## src/rtl/sagu_miss_sched_pkg.sv

```systemverilog
// Shared widths and FSM encoding for the store-AGU TLB-miss replay scheduler.
package sagu_miss_sched_pkg;

    localparam int ATTR_W   = 4;
    localparam int II_W     = 10;
    localparam int PAGE_LSB = 13;

    typedef enum logic [2:0] {
        ST_IDLE,
        ST_WALK_REQ,
        ST_WALK_WAIT,
        ST_REPLAY,
        ST_DRAIN
    } state_t;

    // Entry packing is {page, thread, page offset, attr, II} so {page, thread} forms the top key bits.
    function automatic int entry_w(input int paddr_w);
        return paddr_w + ATTR_W + 1 + II_W;
    endfunction

endpackage

```

## src/rtl/sagu_miss_sched_if.sv

```systemverilog
// AGU miss capture, page-walker handshake and replay/fault reporting bundle.
interface sagu_miss_sched_if
    import sagu_miss_sched_pkg::*;
#(
    parameter int PADDR_WIDTH = 44
);
    logic                   except;
    logic                   miss_en;
    logic [PADDR_WIDTH-1:0] miss_addr;
    logic [ATTR_W-1:0]      miss_attr;
    logic                   miss_thread;
    logic [II_W-1:0]        miss_II;
    logic                   full;
    logic                   walk_req;
    logic [PADDR_WIDTH-1:0] walk_addr;
    logic                   walk_thread;
    logic                   walk_ack;
    logic                   walk_done;
    logic                   walk_fault;
    logic                   mex_en;
    logic [PADDR_WIDTH-1:0] mex_addr;
    logic [ATTR_W-1:0]      mex_attr;
    logic                   bus_hold;
    logic [II_W-1:0]        replay_II;
    logic                   fault_en;
    logic [II_W-1:0]        fault_II;
    logic                   overflow_err;

    modport master (
        output except, miss_en, miss_addr, miss_attr, miss_thread, miss_II,
               walk_ack, walk_done, walk_fault,
        input  full, walk_req, walk_addr, walk_thread, mex_en, mex_addr, mex_attr,
               bus_hold, replay_II, fault_en, fault_II, overflow_err
    );

    modport slave (
        input  except, miss_en, miss_addr, miss_attr, miss_thread, miss_II,
               walk_ack, walk_done, walk_fault,
        output full, walk_req, walk_addr, walk_thread, mex_en, mex_addr, mex_attr,
               bus_hold, replay_II, fault_en, fault_II, overflow_err
    );
endinterface

```

## src/rtl/sagu_miss_fifo.sv

```systemverilog
// Circular miss queue with simultaneous push/pop and a peek at the entry behind the head.
module sagu_miss_fifo
    import sagu_miss_sched_pkg::*;
#(
    parameter int DEPTH = 4,
    parameter int W     = 59,
    parameter int KEY_W = 32
) (
    input  logic             clk,
    input  logic             rst,
    input  logic             i_clr,
    input  logic             i_push,
    input  logic             i_pop,
    input  logic [W-1:0]     i_data,
    output logic [W-1:0]     o_head,
    output logic [KEY_W-1:0] o_next_key,
    output logic             o_has_next,
    output logic             o_empty,
    output logic             o_full,
    output logic             o_ovf
);
    localparam int AW = $clog2(DEPTH);
    localparam int CW = AW + 1;

    logic [W-1:0]  r_mem [DEPTH];
    logic [AW-1:0] r_head, r_tail;
    logic [CW-1:0] r_count;
    logic          r_full;

    logic          w_push, w_pop;
    logic [AW-1:0] w_head_p1;
    logic [CW-1:0] w_count_nxt;

    assign o_empty     = (r_count == '0);
    assign o_full      = r_full;
    assign w_pop       = i_pop && !o_empty;
    // A full queue still takes a push when the head leaves in the same cycle.
    assign w_push      = i_push && (!r_full || w_pop);
    assign o_ovf       = i_push && r_full && !w_pop;
    assign w_count_nxt = r_count + CW'(w_push) - CW'(w_pop);
    assign w_head_p1   = r_head + AW'(1);

    assign o_head      = r_mem[r_head];
    assign o_next_key  = r_mem[w_head_p1][W-1 -: KEY_W];
    assign o_has_next  = (r_count >= CW'(2));

    always_ff @(posedge clk) begin
        if (w_push) r_mem[r_tail] <= i_data;
    end

    always_ff @(posedge clk) begin
        if (rst || i_clr) begin
            r_head  <= '0;
            r_tail  <= '0;
            r_count <= '0;
            r_full  <= 1'b0;
        end else begin
            if (w_push) r_tail <= r_tail + AW'(1);
            if (w_pop)  r_head <= w_head_p1;
            r_count <= w_count_nxt;
            r_full  <= (w_count_nxt == CW'(DEPTH));
        end
    end

endmodule

```

## src/rtl/sagu_miss_sched.sv

```systemverilog
// Store-AGU TLB-miss replay scheduler: one walk per distinct page, in-order replay into the AGU.
module sagu_miss_sched
    import sagu_miss_sched_pkg::*;
#(
    parameter int DEPTH       = 4,
    parameter int PADDR_WIDTH = 44
) (
    input  logic                 clk,
    input  logic                 rst,
    sagu_miss_sched_if.slave     io_if
);
    localparam int PG_W  = PADDR_WIDTH - PAGE_LSB;
    localparam int KEY_W = PG_W + 1;
    localparam int EW    = entry_w(PADDR_WIDTH);

    state_t             r_state, w_state_nxt;
    logic               r_page_vld;
    logic [KEY_W-1:0]   r_page_key;
    logic               r_fault_en;
    logic [II_W-1:0]    r_fault_II;
    logic               r_ovf;

    logic [EW-1:0]       w_entry, w_head;
    logic [KEY_W-1:0]    w_head_key, w_next_key;
    logic [PG_W-1:0]     w_head_page;
    logic [PAGE_LSB-1:0] w_head_off;
    logic                w_has_next, w_empty, w_full, w_fifo_ovf;
    logic                w_push, w_pop, w_walk_ok, w_walk_flt;
    logic                w_head_hit, w_next_hit, w_replay;

    assign w_entry = {io_if.miss_addr[PADDR_WIDTH-1:PAGE_LSB], io_if.miss_thread,
                      io_if.miss_addr[PAGE_LSB-1:0], io_if.miss_attr, io_if.miss_II};
    assign w_push  = io_if.miss_en && !io_if.except;

    sagu_miss_fifo #(.DEPTH(DEPTH), .W(EW), .KEY_W(KEY_W)) u_fifo (
        .clk        (clk),
        .rst        (rst),
        .i_clr      (io_if.except),
        .i_push     (w_push),
        .i_pop      (w_pop),
        .i_data     (w_entry),
        .o_head     (w_head),
        .o_next_key (w_next_key),
        .o_has_next (w_has_next),
        .o_empty    (w_empty),
        .o_full     (w_full),
        .o_ovf      (w_fifo_ovf)
    );

    assign w_head_key  = w_head[EW-1 -: KEY_W];
    assign w_head_page = w_head_key[KEY_W-1:1];
    assign w_head_off  = w_head[EW-KEY_W-1 -: PAGE_LSB];
    assign w_head_hit  = !w_empty && r_page_vld && (w_head_key == r_page_key);
    assign w_next_hit  = w_has_next && r_page_vld && (w_next_key == r_page_key);

    always_comb begin
        w_state_nxt = r_state;
        w_pop       = 1'b0;
        w_walk_ok   = 1'b0;
        w_walk_flt  = 1'b0;
        case (r_state)
            ST_IDLE:      if (!w_empty) w_state_nxt = w_head_hit ? ST_REPLAY : ST_WALK_REQ;
            ST_WALK_REQ:  if (io_if.walk_ack) w_state_nxt = ST_WALK_WAIT;
            ST_WALK_WAIT: begin
                if (io_if.walk_done) begin
                    if (io_if.walk_fault) begin
                        w_walk_flt  = 1'b1;
                        w_pop       = 1'b1;
                        w_state_nxt = ST_IDLE;
                    end else begin
                        w_walk_ok   = 1'b1;
                        w_state_nxt = ST_REPLAY;
                    end
                end
            end
            ST_REPLAY: begin
                w_pop       = 1'b1;
                w_state_nxt = w_next_hit ? ST_REPLAY : ST_IDLE;
            end
            ST_DRAIN:     if (io_if.walk_done) w_state_nxt = ST_IDLE;
            default:      w_state_nxt = ST_IDLE;
        endcase
        // A flush leaves any walk already handed to the walker to finish in DRAIN.
        if (io_if.except) begin
            w_pop      = 1'b0;
            w_walk_ok  = 1'b0;
            w_walk_flt = 1'b0;
            if ((((r_state == ST_WALK_WAIT) || (r_state == ST_DRAIN)) && !io_if.walk_done) ||
                ((r_state == ST_WALK_REQ) && io_if.walk_ack))
                w_state_nxt = ST_DRAIN;
            else
                w_state_nxt = ST_IDLE;
        end
    end

    always_ff @(posedge clk) begin
        if (rst) begin
            r_state    <= ST_IDLE;
            r_page_vld <= 1'b0;
            r_page_key <= '0;
            r_fault_en <= 1'b0;
            r_fault_II <= '0;
            r_ovf      <= 1'b0;
        end else begin
            r_state    <= w_state_nxt;
            r_fault_en <= w_walk_flt;
            r_ovf      <= r_ovf | w_fifo_ovf;
            if (w_walk_flt) r_fault_II <= w_head[II_W-1:0];
            if (io_if.except || w_walk_flt) begin
                r_page_vld <= 1'b0;
            end else if (w_walk_ok) begin
                r_page_vld <= 1'b1;
                r_page_key <= w_head_key;
            end
        end
    end

    assign w_replay           = (r_state == ST_REPLAY);
    assign io_if.full         = w_full;
    assign io_if.walk_req     = (r_state == ST_WALK_REQ);
    assign io_if.walk_addr    = io_if.walk_req ? {w_head_page, {PAGE_LSB{1'b0}}} : '0;
    assign io_if.walk_thread  = io_if.walk_req && w_head_key[0];
    assign io_if.mex_en       = w_replay && !io_if.except;
    assign io_if.bus_hold     = w_replay;
    assign io_if.mex_addr     = w_replay ? {w_head_page, w_head_off} : '0;
    assign io_if.mex_attr     = w_replay ? w_head[II_W +: ATTR_W] : '0;
    assign io_if.replay_II    = w_replay ? w_head[II_W-1:0] : '0;
    assign io_if.fault_en     = r_fault_en;
    assign io_if.fault_II     = r_fault_II;
    assign io_if.overflow_err = r_ovf;

endmodule

```

## src/flat_wrapper.sv

```systemverilog
// flat-port wrapper written by rule: the top's interface ports become plain ports
module sagu_miss_sched_flat import sagu_miss_sched_pkg::*;
#(
    parameter int DEPTH       = 4,
    parameter int PADDR_WIDTH = 44
)
  (clk, rst, io_if_except, io_if_miss_en, io_if_miss_addr, io_if_miss_attr, io_if_miss_thread, io_if_miss_II, io_if_walk_ack, io_if_walk_done, io_if_walk_fault, io_if_full, io_if_walk_req, io_if_walk_addr, io_if_walk_thread, io_if_mex_en, io_if_mex_addr, io_if_mex_attr, io_if_bus_hold, io_if_replay_II, io_if_fault_en, io_if_fault_II, io_if_overflow_err);
  sagu_miss_sched_if #(.PADDR_WIDTH(PADDR_WIDTH)) io_if_i ();
  input  logic clk;
  input  logic rst;
  input wire logic [$bits(io_if_i.except)-1:0] io_if_except;
  input wire logic [$bits(io_if_i.miss_en)-1:0] io_if_miss_en;
  input wire logic [$bits(io_if_i.miss_addr)-1:0] io_if_miss_addr;
  input wire logic [$bits(io_if_i.miss_attr)-1:0] io_if_miss_attr;
  input wire logic [$bits(io_if_i.miss_thread)-1:0] io_if_miss_thread;
  input wire logic [$bits(io_if_i.miss_II)-1:0] io_if_miss_II;
  input wire logic [$bits(io_if_i.walk_ack)-1:0] io_if_walk_ack;
  input wire logic [$bits(io_if_i.walk_done)-1:0] io_if_walk_done;
  input wire logic [$bits(io_if_i.walk_fault)-1:0] io_if_walk_fault;
  output wire logic [$bits(io_if_i.full)-1:0] io_if_full;
  output wire logic [$bits(io_if_i.walk_req)-1:0] io_if_walk_req;
  output wire logic [$bits(io_if_i.walk_addr)-1:0] io_if_walk_addr;
  output wire logic [$bits(io_if_i.walk_thread)-1:0] io_if_walk_thread;
  output wire logic [$bits(io_if_i.mex_en)-1:0] io_if_mex_en;
  output wire logic [$bits(io_if_i.mex_addr)-1:0] io_if_mex_addr;
  output wire logic [$bits(io_if_i.mex_attr)-1:0] io_if_mex_attr;
  output wire logic [$bits(io_if_i.bus_hold)-1:0] io_if_bus_hold;
  output wire logic [$bits(io_if_i.replay_II)-1:0] io_if_replay_II;
  output wire logic [$bits(io_if_i.fault_en)-1:0] io_if_fault_en;
  output wire logic [$bits(io_if_i.fault_II)-1:0] io_if_fault_II;
  output wire logic [$bits(io_if_i.overflow_err)-1:0] io_if_overflow_err;
  assign io_if_i.except = io_if_except;
  assign io_if_i.miss_en = io_if_miss_en;
  assign io_if_i.miss_addr = io_if_miss_addr;
  assign io_if_i.miss_attr = io_if_miss_attr;
  assign io_if_i.miss_thread = io_if_miss_thread;
  assign io_if_i.miss_II = io_if_miss_II;
  assign io_if_i.walk_ack = io_if_walk_ack;
  assign io_if_i.walk_done = io_if_walk_done;
  assign io_if_i.walk_fault = io_if_walk_fault;
  assign io_if_full = io_if_i.full;
  assign io_if_walk_req = io_if_i.walk_req;
  assign io_if_walk_addr = io_if_i.walk_addr;
  assign io_if_walk_thread = io_if_i.walk_thread;
  assign io_if_mex_en = io_if_i.mex_en;
  assign io_if_mex_addr = io_if_i.mex_addr;
  assign io_if_mex_attr = io_if_i.mex_attr;
  assign io_if_bus_hold = io_if_i.bus_hold;
  assign io_if_replay_II = io_if_i.replay_II;
  assign io_if_fault_en = io_if_i.fault_en;
  assign io_if_fault_II = io_if_i.fault_II;
  assign io_if_overflow_err = io_if_i.overflow_err;
  sagu_miss_sched #(.DEPTH(DEPTH), .PADDR_WIDTH(PADDR_WIDTH)) u_core (.clk(clk), .rst(rst), .io_if(io_if_i));
endmodule
```

## config.mk

```make
export PLATFORM = sky130hd
export DESIGN_NAME = sagu_miss_sched_flat
export DESIGN_NICKNAME = d
export VERILOG_FILES = /design/src/rtl/sagu_miss_sched_pkg.sv /design/src/rtl/sagu_miss_sched_if.sv /design/src/rtl/sagu_miss_fifo.sv /design/src/rtl/sagu_miss_sched.sv /design/src/flat_wrapper.sv
export SDC_FILE = /design/constraint.sdc
export NUM_CORES = 1
export LEC_CHECK = 0
export ABC_AREA = 1
export BUFFER_PORTS_ARGS = -buffer_cell sky130_fd_sc_hd__buf_2
export CORE_MARGIN = 8
export CORE_UTILIZATION = 60
export DETAILED_ROUTE_END_ITERATION = 8
export PLACE_DENSITY = 0.85
export SLEW_MARGIN = 20
export SYNTH_ARGS = -nofsm -noshare
export SYNTH_HDL_FRONTEND = slang
export SYNTH_HIERARCHICAL = 1
export SYNTH_SLANG_ARGS = --single-unit
```

## constraint.sdc

```tcl
create_clock -name clk -period 10.8 [get_ports clk]
set_clock_uncertainty 0.2 [all_clocks]
set_input_delay 0.54 -clock clk [delete_from_list [all_inputs] [get_ports clk]]
set_output_delay 0.54 -clock clk [all_outputs]
set_load 0.05 [all_outputs]
```

# == Word level (Yosys, flattened, before mapping) ==
# Memories as Yosys holds them, arrays and structs flattened. A register that Yosys moved wholly into a read port is not among the register bits.
# Cells that the tools add are included.
# word_totals
register_bits,56
mem_bits_rw,236
input_bits,66
out_inout_bits,119
word_cells,85
memories,1
# mem_list
name,words,width,rd,rd_clocked_by_memory_dff,write_ports,line,text
u_core.u_fifo.r_mem,4,59,2,1,1,sagu_miss_fifo.sv:25,logic [W-1:0] r_mem [DEPTH];
# classes
add_sub_neg,4
magnitude_cmp,1
eq_ne,11
n_mux,28
n_bitwise,2
reduce_logical,28
# ops
cell,count
2-to-1 mux 44 bit,2
equality test 32 bit,2
2-to-1 mux 3 bit,6
case mux 3 bit (5 select lines),1
logical AND 1 bit,13
!= test 3 bit (second input constant),4
2-to-1 mux 1 bit,11
2-to-1 mux 10 bit,1
2-to-1 mux 2 bit,5
equality test 3 x 2 -> 1 bit (second input constant),2
equality test 3 bit (second input constant),2
logical NOT 3 bit,2
logical NOT 1 bit,5
logical OR 1 bit,5
adder 2 x 1 -> 2 bit (second input constant),2
2-to-1 mux 4 bit,1
AND reduction 4 bit,1
adder 3 x 1 -> 3 bit,1
equality test 3 x 1 -> 1 bit (second input constant),1
>= comparator 3 x 2 -> 1 bit (second input constant),1
subtractor 3 x 1 -> 3 bit,1
case mux 1 bit (2 select lines),1
AND reduction 2 bit,1
OR reduction 2 bit,1
other kinds (2),2

# == Longest topological paths before layout ==
# Gate-level depths: netlist of the first run.
# depth
depth_word,10
ltp_mapped,18
mapped_depth_nobuf,16

# == By module ==
# Netlist of the first run, hierarchy kept.
# by_module_without_submodules
mod,instances,cells_per_inst,area_each_um2
sagu_miss_fifo,1,858,10627.7
sagu_miss_sched,1,647,3706.1

# == Worst setup path after synthesis of the first run ==
# No wires, ideal clock.
# synth_path
path_kind,reg2reg
from,register u_core.r_state[1]
to,"memory u_core.u_fifo.r_mem[0][0], enable pin"
arrival_ps,4016
required_time_ps,10124
slack_ps,6108
stages_incl_launch_ff,12
period_less_slack_ps,4692
cell_sequence,dfxtp_1 inv_2 nor3_2 inv_2 nor2_1 buf_4 o21ai_0 inv_1 nand2_1 nand2_1 nand2_1 nor2_1
# synth_via
elab_chain_cells,8
# synth_lines
element,line,text
start: declaration,sagu_miss_sched.sv:16,"state_t r_state, w_state_nxt;"
start signal: assignment,sagu_miss_sched.sv:105,r_state <= w_state_nxt;
equality test 3 x 2 -> 1 bit,sagu_miss_sched.sv:61,case (r_state)
case mux 1 bit (2 select lines) *,sagu_miss_sched.sv:61,
2-to-1 mux 1 bit *,sagu_miss_sched.sv:84,if (io_if.except) begin
net u_core.w_pop,sagu_miss_sched.sv:28,"logic w_push, w_pop, w_walk_ok, w_walk_flt;"
logical AND 1 bit *,sagu_miss_fifo.sv:36,assign w_pop = i_pop && !o_empty;
logical OR 1 bit *,sagu_miss_fifo.sv:38,assign w_push = i_push && (!r_full || w_pop);
logical AND 1 bit *,sagu_miss_fifo.sv:38,
2-to-1 mux 1 bit *,sagu_miss_fifo.sv:48,if (w_push) r_mem[r_tail] <= i_data;
2-to-1 mux 1 bit (implied by the code) *,sagu_miss_fifo.sv:48,
end: declaration,sagu_miss_fifo.sv:25,
# The timed path passes the listed nets; every way through them passes the cells marked *.

# == Final worst setup path of the first run ==
# layout_path
from,register u_core.r_state[1]
to,"memory u_core.u_fifo.r_mem[0][28], enable pin"
# Same word-level chain as after synthesis.

==> metrics.txt, run 1 <==
# TYPE chip_impl_metric gauge
chip_impl_metric{name="synth_simple_gate_area_share",unit="%"} 16.4
chip_impl_info{name="synth_top_family_by_area",value="simple AND/OR/NAND/NOR gates"} 1
chip_impl_info{name="synth_flop_cell",value="edfxtp_1"} 1
chip_impl_metric{name="timing.critical_path.arrival",unit="ns"} 4.28
chip_impl_metric{name="total_power",unit="mW"} 2.34
chip_impl_info{name="path_common_cell",value="nand2_1"} 1
chip_impl_metric{name="grt.total_usage",unit="%"} 24.4
chip_impl_metric{name="die_area",unit="sq um"} 29100
chip_impl_metric{name="xor_xnor_fraction_of_synth_area",unit="%"} 0.367
chip_impl_metric{name="initial_antenna_violation_count",unit=""} 3
chip_impl_metric{name="critical_path_data_required_time",unit="ns"} 10.79
chip_impl_metric{name="slowest_delay",unit="ns"} 0.77
chip_impl_metric{name="final_net_count",unit=""} 1749
chip_impl_metric{name="synth-edff-count",unit=""} 236
chip_impl_metric{name="height_of_the_die",unit="um"} 171
chip_impl_info{name="yosys.cell_count.top_type",value="nor2_1"} 1
chip_impl_metric{name="coreArea",unit="sq um"} 23500
chip_impl_metric{name="netlist_instances",unit=""} 1505
chip_impl_info{name="worstReg2RegEnd",value="u_core/u_fifo/r_mem[0][28]"} 1
chip_impl_metric{name="io_buffers",unit=""} 171
chip_impl_metric{name="crit_buf_inv",unit=""} 4
chip_impl_metric{name="route.detailed.drc",unit=""} 0
chip_impl_metric{name="number_of_placement_rows",unit=""} 56
chip_impl_metric{name="rr_worst_depth",unit=""} 11
chip_impl_metric{name="cts_hold_buffers",unit=""} 36
chip_impl_metric{name="cts_setup_buffers",unit=""} 0
chip_impl_metric{name="reg2reg_setup_slack",unit="ns"} 6.51
chip_impl_info{name="run_status",value="completed"} 1
chip_impl_metric{name="post-route-min-period",unit="ns"} 4.29
chip_impl_metric{name="relSlewSlack",unit="%"} 31.0
chip_impl_metric{name="dpl.hpwl",unit="mm"} 21.9
chip_impl_metric{name="power.density_cell_area",unit="nW/um^2"} 142
chip_impl_metric{name="sum_of_negative_setup_slack",unit="ns"} 0
chip_impl_info{name="setup.worst_path.end_class",value="flop"} 1
chip_impl_metric{name="floorplan.initialDensity",unit="%"} 61.1
chip_impl_metric{name="ys_types",unit=""} 38
chip_impl_metric{name="worst_skew_pair.late_latency",unit="ns"} 0.56
chip_impl_metric{name="drt_initial_violations",unit=""} 1246
chip_impl_metric{name="synthToLayoutAreaGrowth",unit="%"} 15.2
chip_impl_info{name="origin_of_the_critical_flop_to_flop_path",value="u_core/r_state[1]"} 1
chip_impl_metric{name="leakage",unit="nW"} 6.87
chip_impl_metric{name="post_route_fraction_of_the_period_consumed_by_the_critical_path",unit="%"} 39.7
chip_impl_metric{name="yosys-mux-area-fraction",unit="%"} 0
chip_impl_metric{name="pin_count_of_the_biggest_net_entering_global_routing",unit=""} 97
chip_impl_info{name="hold_path_startpoint",value="io_if_miss_addr[27]"} 1
chip_impl_info{name="largest_delay_contributor_family_on_the_critical_path",value="simple AND/OR/NAND/NOR gates"} 1
chip_impl_metric{name="finish.utilization",unit="%"} 70.4
chip_impl_metric{name="drt-wirelength-per-cell",unit="um"} 18.3
chip_impl_metric{name="tightestPinTransition",unit="ns"} 1.03
chip_impl_metric{name="post_synth.cell_area_avg",unit="sq um"} 9.52
chip_impl_metric{name="cts_buffer_depth",unit=""} 3
chip_impl_metric{name="netlist_area",unit="sq um"} 14300
chip_impl_metric{name="power.ir.vdd_worst",unit="uV"} 129
chip_impl_metric{name="final_routed_wirelength",unit="mm"} 37.0
chip_impl_metric{name="maxSlewViolCount",unit=""} 0
chip_impl_info{name="ctsRootBufferMaster",value="clkbuf_16"} 1
chip_impl_metric{name="clock_tree.htree_level_count",unit=""} 1
chip_impl_metric{name="cts-resized-gates",unit=""} 0
chip_impl_metric{name="fin_hold_ws",unit="ns"} 0.00320
chip_impl_info{name="cts_tree",value="yes"} 1
chip_impl_metric{name="clk_pin_slew_worst_paths",unit="ns"} 0.06
chip_impl_metric{name="gp_congestion",unit=""} 0.818
chip_impl_metric{name="vias_per_cell",unit=""} 5.76
chip_impl_metric{name="asyncSetResetFlopFracSynth",unit="%"} 0
chip_impl_metric{name="cts_sinks",unit=""} 294
chip_impl_metric{name="grt_first_pass_wirelength",unit="mm"} 56.9
chip_impl_metric{name="ant_nets",unit=""} 0
chip_impl_metric{name="post_layout_nonfiller_instances",unit=""} 2018
chip_impl_metric{name="drtPass1Iterations",unit=""} 6
chip_impl_info{name="worst-setup-path-type",value="flop to flop"} 1
chip_impl_info{name="worstPathCellList",value="inv_2, nor3_2, inv_2, nor2_1, o21ai_0, inv_1, nand2_1, nand2_1, nand2_1, nor2_4, buf_4"} 1
chip_impl_metric{name="hold_viol",unit=""} 0
chip_impl_metric{name="post_synth_fa_ha_maj_area_fraction",unit="%"} 0.751
chip_impl_metric{name="pin_count",unit=""} 185
chip_impl_metric{name="fp.dieW",unit="um"} 171
chip_impl_info{name="post_synth_main_area_contributors",value="edfxtp_1, nor2_1, dfxtp_1"} 1
chip_impl_info{name="worst_hold_path.endpoint",value="u_core/u_fifo/r_mem[2][42]"} 1
chip_impl_metric{name="critical_path_peak_fanout",unit=""} 36
chip_impl_info{name="cpMaxStageDelayCell",value="nor2_4"} 1
chip_impl_info{name="hp-class",value="primary input to flop"} 1
chip_impl_metric{name="cts_inserted_buffers",unit=""} 29
chip_impl_metric{name="synth-compound-area-share",unit="%"} 16.3
chip_impl_info{name="netlist.top_cell.by_area",value="edfxtp_1"} 1
chip_impl_info{name="yosys-top-cells-count",value="nor2_1, edfxtp_1, nand2_1, inv_1, o21ai_0"} 1
chip_impl_info{name="timing.critical_path.from_type",value="flop"} 1
chip_impl_metric{name="portion_of_the_post_synthesis_area_used_by_sequential_elements",unit="%"} 57.5
chip_impl_metric{name="numPlacedInstances",unit=""} 1927
chip_impl_metric{name="synth_largest_type_area_fraction",unit="%"} 49.4
chip_impl_metric{name="first_global_vias",unit=""} 11300
chip_impl_metric{name="synth-seq-cells",unit=""} 294
chip_impl_metric{name="drive_gt1_share",unit="%"} 19.8
chip_impl_metric{name="hold_path_depth",unit=""} 1
chip_impl_metric{name="setup-violations-final",unit=""} 0
chip_impl_metric{name="max_clock_freq",unit="GHz"} 0.233
chip_impl_metric{name="timing.max_cap.violations",unit=""} 0
chip_impl_info{name="unrepaired_setup_endpoints_after_global_routing",value="no"} 1
chip_impl_metric{name="detailroute.via_count",unit=""} 11600
chip_impl_metric{name="yosys_warnings",unit=""} 6
chip_impl_metric{name="grt-ovfl-total",unit=""} 0
[logic make-up after synthesis]
| group | Yosys count |
|---|---|
| AND/OR/NAND/NOR | 608 |
| AO/OA/AOI/OAI | 315 |
| flip-flops | 294 |
| buffers and inverters | 273 |
| adder cells (fa/ha/maj) | 8 |
| XOR/XNOR | 6 |
| other | 1 |
[per-stage QoR]
step	worst slack [ns]	instance area, sq um
2_1_floorplan	6.11	14400
3_3_place_gp	6.83	15200
3_5_place_dp	6.70	15200
4_1_cts	6.60	16500
5_1_grt	6.34	16500
6_report	6.51	16500
[sequential cells by signal, indices dropped and copies added, names as in the netlist, named ones only]
signal,cells
u_core/io_if.fault_II,10
u_core/io_if.fault_en,1
u_core/io_if.overflow_err,1
u_core/r_page_key,32
u_core/r_page_vld,1
u_core/r_state,3
u_core/u_fifo/o_full,1
u_core/u_fifo/r_count,3
u_core/u_fifo/r_head,2
u_core/u_fifo/r_mem,236
u_core/u_fifo/r_tail,2
[placed cells by master (no fill, tap or decap), drive strengths merged, types with 2 or more instances in the layout]
cell / instances
dfxtp: 58
a211oi: 32
buf: 185
nand4: 3
dlygate4sd3: 36
clkinv: 13
nor2: 398
o22ai: 60
xor2: 2
a31oi: 32
clkbuf: 39
a21oi: 19
xnor2: 4
edfxtp: 236
inv: 179
nand3: 24
o31ai: 32
ha: 7
nand2: 178
conb: 13
o21ai: 138
nor3: 4
[metal layers]
metal | up-vias | GRT usage [%] | wire [um] | part of all wire, %
met2 | 672 | 42.9 | 18100 | 49
met5 | - | 0 | 23 | 0.062
li1 | 5369 | - | - | -
met4 | 4 | 11.1 | 1340 | 3.6
met1 | 5489 | 29.2 | 13900 | 38
met3 | 98 | 3.69 | 3620 | 9.8
[worst reg2reg max path, delay by kind of cell, from the launching register on]
kind                   cells  cell delay, ns
AOI/OAI and AO/OA          1            0.22
buffers and inverters      4            0.86
DFF                        1            0.40
and+or+nand+nor            6            2.21
[power by group]
part / total [mW] / switching, mW / internal (mW)
registers: 1.25 / 0.00631 / 1.24
logic: 0.113 / 0.0792 / 0.0343
clock network: 0.983 / 0.423 / 0.559
[worst max-delay path by stage]
stage	start	endpoint	slack, ns	depth (start not counted)
6_report	u_core/r_state[1]	u_core/u_fifo/r_mem[0][28]	6.51	11
2_1_floorplan	u_core/r_state[1]	u_core/u_fifo/r_mem[0][0]	6.11	11
3_3_place_gp	io_if_walk_done	u_core/u_fifo/r_mem[0][13]	6.83	10
3_5_place_dp	io_if_walk_done	u_core/u_fifo/r_mem[0][7]	6.70	10
4_1_cts	u_core/r_state[1]	u_core/u_fifo/r_mem[0][9]	6.60	11
5_1_grt	u_core/r_state[1]	u_core/u_fifo/r_mem[0][58]	6.34	11
[cell type report]
type | instances | area [sq um]
antenna | 1 | 2.50
clock buffer | 39 | 823
clock inverter | 15 | 115
fill | 1625 | 6950
inverter | 179 | 676
multi-input combinational | 950 | 4930
sequential | 294 | 8250
tap | 319 | 399
timing repair buffer | 221 | 1320
Note: power is estimated with default switching activity, not from simulation.
==> run 2: changes to the inputs <==
ABC_AREA = 0   (was 1)
CORE_UTILIZATION = 52   (was 60)
PLACE_DENSITY = 0.79   (was 0.85)
clock period = 3.9 ns   (was 10.8 ns; I/O delays follow)
==> metrics.txt, run 2 <==
# TYPE chip_impl_metric gauge
chip_impl_metric{name="p_int",unit="mW"} 5.39
chip_impl_info{name="ctsRootBufferMaster",value="clkbuf_16"} 1
chip_impl_info{name="grt_busiest_layer",value="met2"} 1
chip_impl_metric{name="final_routed_wirelength",unit="mm"} 33.2
chip_impl_metric{name="grt-ovfl-total",unit=""} 0
chip_impl_metric{name="p_sw_share",unit="%"} 20.3
chip_impl_info{name="worstReg2RegEnd",value="u_core/r_state[0]"} 1
chip_impl_info{name="cts_tree",value="yes"} 1
chip_impl_metric{name="power.ir.vdd_worst",unit="uV"} 432
chip_impl_metric{name="io_buffers",unit=""} 171
chip_impl_metric{name="drt-wirelength-per-cell",unit="um"} 23.1
chip_impl_metric{name="final_net_count",unit=""} 1152
chip_impl_metric{name="pin_count",unit=""} 185
chip_impl_metric{name="die_area",unit="sq um"} 30400
chip_impl_metric{name="netlist_area",unit="sq um"} 13000
chip_impl_metric{name="synthToLayoutAreaGrowth",unit="%"} 22.1
chip_impl_metric{name="drtPass1Iterations",unit=""} 6
chip_impl_metric{name="hold_viol",unit=""} 0
chip_impl_metric{name="floorplan.initialDensity",unit="%"} 52.4
chip_impl_metric{name="met2_usage",unit="%"} 34.6
chip_impl_info{name="hold_path_startpoint",value="io_if_miss_addr[9]"} 1
chip_impl_metric{name="number_of_placement_rows",unit=""} 58
chip_impl_metric{name="drt_initial_violations",unit=""} 730
chip_impl_info{name="setup.worst_path.end_class",value="flop"} 1
chip_impl_metric{name="footprint_of_the_multi_input_gates",unit="sq um"} 4410
chip_impl_metric{name="tightestPinTransition",unit="ns"} 0.829
chip_impl_metric{name="synth-edff-count",unit=""} 236
chip_impl_info{name="timing.critical_path.from_type",value="flop"} 1
chip_impl_metric{name="worst_skew_pair.late_latency",unit="ns"} 0.57
chip_impl_metric{name="setup-violations-final",unit=""} 0
chip_impl_metric{name="gr-usage-met3",unit="%"} 6.25
chip_impl_metric{name="clk_pin_slew_worst_paths",unit="ns"} 0.06
chip_impl_info{name="highest_count_cells_in_the_layout_ignoring_fill_and_taps",value="edfxtp_1, buf_2, nand2_1"} 1
chip_impl_info{name="largest_register",value="u_core/u_fifo/r_mem"} 1
chip_impl_metric{name="max_clock_freq",unit="GHz"} 0.279
chip_impl_metric{name="post-route-min-period",unit="ns"} 3.58
chip_impl_info{name="synth_flop_cell",value="edfxtp_1"} 1
chip_impl_metric{name="cts_setup_buffers",unit=""} 0
chip_impl_metric{name="combinationalPowerShare",unit="%"} 4.4
chip_impl_metric{name="asyncSetResetFlopFracSynth",unit="%"} 0
chip_impl_metric{name="first_global_vias",unit=""} 8735
chip_impl_metric{name="initial_antenna_violation_count",unit=""} 0
chip_impl_metric{name="yosys_warnings",unit=""} 6
chip_impl_metric{name="sequentialPowerShare",unit="%"} 50.8
chip_impl_metric{name="detailroute.via_count",unit=""} 8471
chip_impl_metric{name="route.detailed.drc",unit=""} 0
chip_impl_metric{name="fin_hold_ws",unit="ns"} 0.173
chip_impl_metric{name="cts_sinks",unit=""} 294
chip_impl_metric{name="sum_of_negative_setup_slack",unit="ns"} 0
chip_impl_info{name="hp-class",value="primary input to flop"} 1
chip_impl_metric{name="critical_path_peak_fanout",unit=""} 12
chip_impl_metric{name="clock_tree.htree_level_count",unit=""} 1
chip_impl_metric{name="final.fill_count",unit=""} 1766
chip_impl_metric{name="hold_path_depth",unit=""} 2
chip_impl_metric{name="reg2reg_setup_slack",unit="ns"} 0.32
chip_impl_metric{name="power_switching",unit="mW"} 1.37
chip_impl_metric{name="largest_register_ff_count",unit=""} 236
chip_impl_metric{name="critical_path_data_required_time",unit="ns"} 4.21
chip_impl_metric{name="final_cell_area",unit="sq um"} 15900
chip_impl_metric{name="pin_count_of_the_biggest_net_entering_global_routing",unit=""} 99
chip_impl_metric{name="netlist_instances",unit=""} 845
chip_impl_metric{name="maxSlewViolCount",unit=""} 0
chip_impl_metric{name="ant_nets",unit=""} 0
chip_impl_metric{name="cts_inserted_buffers",unit=""} 31
chip_impl_metric{name="gp_congestion",unit=""} 0.858
chip_impl_metric{name="portion_of_the_post_synthesis_area_used_by_sequential_elements",unit="%"} 63.2
chip_impl_info{name="worst_hold_path.endpoint",value="u_core/u_fifo/r_mem[3][23]"} 1
chip_impl_metric{name="leakage",unit="nW"} 5.89
chip_impl_metric{name="synth_largest_type_area_fraction",unit="%"} 54.3
chip_impl_info{name="post_synth_main_area_contributors",value="edfxtp_1, mux4_2, dfxtp_1"} 1
chip_impl_metric{name="post_synth.cell_area_avg",unit="sq um"} 15.4
chip_impl_metric{name="grt_first_pass_wirelength",unit="mm"} 50.4
chip_impl_metric{name="vias_per_cell",unit=""} 5.91
chip_impl_info{name="worst-setup-path-type",value="flop to flop"} 1
chip_impl_metric{name="timing.critical_path.arrival",unit="ns"} 3.89
chip_impl_metric{name="dpl.hpwl",unit="mm"} 21.2
chip_impl_info{name="yosys.cell_count.top_type",value="edfxtp_1"} 1
chip_impl_metric{name="grt_util_met1",unit="%"} 27.0
chip_impl_metric{name="cts_buffer_depth",unit=""} 3
chip_impl_metric{name="height_of_the_die",unit="um"} 174
chip_impl_info{name="final_common_cell",value="edfxtp_1"} 1
chip_impl_info{name="origin_of_the_critical_flop_to_flop_path",value="u_core/u_fifo/r_head[1]"} 1
chip_impl_metric{name="relSlewSlack",unit="%"} 44.8
chip_impl_metric{name="post_route_fraction_of_the_period_consumed_by_the_critical_path",unit="%"} 91.7
chip_impl_metric{name="power.density_cell_area",unit="nW/um^2"} 425
chip_impl_metric{name="drive_gt1_share",unit="%"} 30.8
chip_impl_info{name="unrepaired_setup_endpoints_after_global_routing",value="no"} 1
chip_impl_metric{name="fp.dieW",unit="um"} 174
chip_impl_metric{name="synth-seq-cells",unit=""} 294
chip_impl_metric{name="postPlaceCellArea",unit="sq um"} 14200
chip_impl_info{name="run_status",value="completed"} 1
chip_impl_metric{name="timing.max_cap.violations",unit=""} 0
chip_impl_metric{name="clock_power_share",unit="%"} 44.7
chip_impl_info{name="yosys-top-cells-count",value="edfxtp_1, nand2_1, mux4_2, and3_1, dfxtp_1"} 1
chip_impl_metric{name="grt.total_usage",unit="%"} 21.3
chip_impl_info{name="netlist.top_cell.by_area",value="edfxtp_1"} 1
chip_impl_metric{name="ys_types",unit=""} 34
chip_impl_metric{name="sequential_cell_area",unit="sq um"} 8260
chip_impl_metric{name="rr_worst_depth",unit=""} 9
chip_impl_metric{name="coreArea",unit="sq um"} 24900
## run 2: critical path, stage by stage (launching register included)
cell	delay (ns)
dfxtp_2	0.62
buf_4	0.31
mux4_2	0.53
xor2_1	0.16
nor4_1	0.46
nand4_1	0.16
nor4_1	0.19
a21oi_1	0.14
a21oi_1	0.18
dlygate4sd3_1	0.58
## run 2: worst max-delay path by stage
stage                                           end                    start  slack [ns]
final                             u_core/r_state[0]  u_core/u_fifo/r_head[1]        0.32
after global routing              u_core/r_state[0]  u_core/u_fifo/r_head[1]        0.13
after CTS                         u_core/r_state[0]  u_core/u_fifo/r_head[1]        0.41
after detailed placement          u_core/r_state[1]                     flop        0.80
after global placement            u_core/r_state[1]                     flop        0.85
after floorplan           u_core/u_fifo/r_mem[2][0]        u_core/r_state[1]        0.23
## run 2: what timing repair did
| item | in CTS | in global routing |
|---|---|---|
| hold buffers | 67 | 0 |
| resized for setup | 0 | 0 |
| hold endpoints to repair | 265 | 0 |
## run 2: cell type report
class,instances,area share (%)
sequential,294,51.8
multi-input combinational,483,27.7
timing repair buffer,259,11.0
clock buffer,42,5.32
tap,330,2.59
clock inverter,16,1.34
inverter,9,0.212
antenna,1,0.0157
## run 2: layer usage
metal,share of wire [%],routed length [um]
met3,9.7,3220
met1,39,12900
met4,3.1,1020
met2,48,16000
met5,0,0
## run 2: logic make-up (layout without fill, tap and decap cells)
| family | count (synthesis) | in the layout | share of synthesized area (%) |
|---|---|---|---|
| flops | 294 | 294 | 63.2 |
| xor+xnor | 67 | 67 | 4.56 |
| fa+ha+maj | 8 | 8 | 0.825 |
| other cells | 1 | 14 | 0.0288 |
| compound gates | 58 | 58 | 2.32 |
| simple gates | 244 | 244 | 9.74 |
| buf+inv | 80 | 326 | 3.42 |
| mux | 93 | 93 | 15.9 |
## run 2: through the flow
stage / total power, mW / worst slack (ns) / instances / utilization [%]
floorplan: 3.65 / 0.231 / 857 / -
global placement: 3.74 / 0.850 / 1308 / 57.0
detailed placement: 3.75 / 0.797 / 1308 / 57.0
CTS: 6.79 / 0.414 / 1433 / 64.0
global route: 6.94 / 0.126 / 1433 / 64.0
finish: 6.77 / 0.322 / 1434 / 64.0
## run 2: power by group through the flow
stage | Clock [mW] | Sequential, mW | Combinational [mW]
global placement | 0 | 3.50 | 0.234
CTS | 3.05 | 3.44 | 0.297
global route | 3.18 | 3.44 | 0.317
finish | 3.03 | 3.44 | 0.300
detailed placement | 0 | 3.51 | 0.242
floorplan | 0 | 3.50 | 0.148
==> run 3: changes to the inputs <==
RECOVER_POWER = 100   (was unset)
==> metrics.txt, run 3 (synthesis gave the netlist of run 2 again) <==
# TYPE chip_impl_metric gauge
chip_impl_info{name="run_status",value="finished, violations left"} 1
chip_impl_info{name="violated_checks",value="capacitance limit, slew limit"} 1
chip_impl_metric{name="drtPass1Iterations",unit=""} 5
chip_impl_metric{name="number_of_placement_rows",unit=""} 58
chip_impl_metric{name="initial_antenna_violation_count",unit=""} 0
chip_impl_info{name="critical_path.startpoint",value="u_core/r_state[1]"} 1
chip_impl_info{name="origin_of_the_critical_flop_to_flop_path",value="u_core/r_state[1]"} 1
chip_impl_metric{name="cts_buffer_depth",unit=""} 3
chip_impl_metric{name="finish.utilization",unit="%"} 62.9
chip_impl_metric{name="dpl.hpwl",unit="mm"} 21.2
chip_impl_info{name="grt_busiest_layer",value="met2"} 1
chip_impl_metric{name="fp.dieW",unit="um"} 174
chip_impl_metric{name="met2_usage",unit="%"} 34.6
chip_impl_metric{name="coreArea",unit="sq um"} 24900
chip_impl_metric{name="detailroute.via_count",unit=""} 8439
chip_impl_metric{name="tightestPinTransition",unit="ns"} 1.64
chip_impl_info{name="worst-setup-path-type",value="flop to flop"} 1
chip_impl_metric{name="clock_tree.htree_level_count",unit=""} 1
chip_impl_metric{name="antennaDiodeCount",unit=""} 0
chip_impl_metric{name="maxSlewViolCount",unit=""} 99
chip_impl_metric{name="relSlewSlack",unit="%"} -9.33
chip_impl_metric{name="critical_path_peak_fanout",unit=""} 44
chip_impl_metric{name="synthToLayoutAreaGrowth",unit="%"} 20.0
chip_impl_metric{name="final_routed_wirelength",unit="mm"} 33.1
chip_impl_metric{name="drt-wirelength-per-cell",unit="um"} 23.1
chip_impl_info{name="cpMaxStageDelayCell",value="and2_0"} 1
chip_impl_metric{name="power.density_cell_area",unit="nW/um^2"} 432
chip_impl_metric{name="cts-resized-gates",unit=""} 0
chip_impl_metric{name="footprint_of_the_multi_input_gates",unit="sq um"} 4390
chip_impl_info{name="hold_path_startpoint",value="io_if_miss_addr[9]"} 1
chip_impl_metric{name="hold_viol",unit=""} 0
chip_impl_metric{name="grt_first_pass_wirelength",unit="mm"} 50.4
chip_impl_info{name="unrepaired_setup_endpoints_after_global_routing",value="no"} 1
chip_impl_info{name="largest_register",value="u_core/u_fifo/r_mem"} 1
chip_impl_metric{name="io_buffers",unit=""} 171
chip_impl_metric{name="post_route_fraction_of_the_period_consumed_by_the_critical_path",unit="%"} 94.4
chip_impl_metric{name="pin_count_of_the_biggest_net_entering_global_routing",unit=""} 99
chip_impl_metric{name="floorplan.initialDensity",unit="%"} 52.4
chip_impl_metric{name="critical_path_data_required_time",unit="ns"} 3.93
chip_impl_metric{name="worst_skew_pair.late_latency",unit="ns"} 0.57
chip_impl_info{name="cts_tree",value="yes"} 1
chip_impl_metric{name="timing.critical_path.arrival",unit="ns"} 3.71
chip_impl_info{name="highest_count_cells_in_the_layout_ignoring_fill_and_taps",value="edfxtp_1, clkbuf_1, nand2_1"} 1
chip_impl_metric{name="leakage",unit="nW"} 5.25
chip_impl_metric{name="route.detailed.drc",unit=""} 0
chip_impl_metric{name="power.ir.vdd_worst",unit="uV"} 432
chip_impl_metric{name="sum_of_negative_setup_slack",unit="ns"} 0
chip_impl_metric{name="ant_nets",unit=""} 0
chip_impl_metric{name="timing.max_cap.violations",unit=""} 1
chip_impl_metric{name="grt-ovfl-total",unit=""} 0
chip_impl_metric{name="largest_register_ff_count",unit=""} 236
chip_impl_metric{name="gp_congestion",unit=""} 0.858
chip_impl_info{name="setup.worst_path.end_class",value="flop"} 1
chip_impl_metric{name="grt.total_usage",unit="%"} 21.3
chip_impl_metric{name="final.fill_count",unit=""} 1877
chip_impl_metric{name="grt_util_met1",unit="%"} 27.0
chip_impl_metric{name="first_global_vias",unit=""} 8735
chip_impl_info{name="ctsRootBufferMaster",value="clkbuf_16"} 1
chip_impl_metric{name="drive_gt1_share",unit="%"} 15.9
chip_impl_info{name="hp-class",value="primary input to flop"} 1
chip_impl_metric{name="pin_count",unit=""} 185
chip_impl_metric{name="setup-violations-final",unit=""} 0
chip_impl_metric{name="cts_inserted_buffers",unit=""} 31
chip_impl_metric{name="sequential_cell_area",unit="sq um"} 8260
chip_impl_metric{name="drt_initial_violations",unit=""} 805
chip_impl_metric{name="post-route-min-period",unit="ns"} 3.68
chip_impl_info{name="timing.critical_path.from_type",value="flop"} 1
chip_impl_info{name="final_common_cell",value="edfxtp_1"} 1
chip_impl_metric{name="max_clock_freq",unit="GHz"} 0.272
chip_impl_metric{name="height_of_the_die",unit="um"} 174
chip_impl_metric{name="numPlacedInstances",unit=""} 1308
chip_impl_metric{name="slowest_delay",unit="ns"} 1.12
chip_impl_metric{name="vias_per_cell",unit=""} 5.89
chip_impl_metric{name="die_area",unit="sq um"} 30400
chip_impl_info{name="worstPathCellList",value="nor2b_1, nor3b_1, o31a_1, o21a_1, and2_0, buf_12"} 1
chip_impl_metric{name="cts_sinks",unit=""} 294
chip_impl_metric{name="post_layout_nonfiller_instances",unit=""} 1433
chip_impl_metric{name="final_net_count",unit=""} 1152
chip_impl_metric{name="gr-usage-met3",unit="%"} 6.25
chip_impl_metric{name="clk_pin_slew_worst_paths",unit="ns"} 0.06
run 3: area by class of cell:
| cell class | instances | share of cell area, % |
|---|---|---|
| sequential | 294 | 52.7 |
| clock inverter | 16 | 1.36 |
| tap | 330 | 2.64 |
| inverter | 9 | 0.216 |
| timing repair buffer | 259 | 9.59 |
| multi-input combinational | 483 | 28.0 |
| clock buffer | 42 | 5.41 |
run 3: report_power, final:
part,internal (mW),switching (mW),leakage (nW)
Clock,1.85,1.18,0.519
Sequential,3.43,0.0149,2.61
Combinational,0.108,0.179,2.12
Total,5.38,1.37,5.25
run 3: stage by stage:
step	hold WS [ns]	total power, mW	cell area [sq um]	setup WS, ns
global route	0.221	6.93	15700	0.116
floorplan	0.0718	3.65	13100	0.231
finish	0.218	6.75	15700	0.218
detailed placement	0.210	3.75	14200	0.797
CTS	0.150	6.79	15900	0.414
global placement	0.208	3.74	14200	0.850
run 3: routing by layer:
layer  vias to the layer above  part of all wire [%]
li1                       3687                     -
met1                      4216                    38
met2                       464                    48
met3                        72                    10
met4                         0                   3.1
met5                         -                     0
run 3: worst paths after layout:
path,endpoint,slack [ns],cells after the start
hold / removal,u_core/u_fifo/r_mem[3][23],0.22,2
setup / recovery,u_core/u_fifo/r_mem[2][49],0.22,6
hold reg to reg,u_core/io_if.fault_II[6],0.26,2
setup reg to reg,u_core/u_fifo/r_mem[2][49],0.22,6
run 3: timing repair:
item | in CTS | in global routing
hold endpoints to repair | 265 | 0
hold buffers | 67 | 0
setup buffers | 0 | 0
run 3: critical path: cells and delay by family, from the launching register on:
kind                   cells  cell delay, ns
AND/OR/NAND/NOR            3            1.67
buffers and inverters      1            0.37
AO/OA/AOI/OAI              2            0.62
flip-flops                 1            0.44
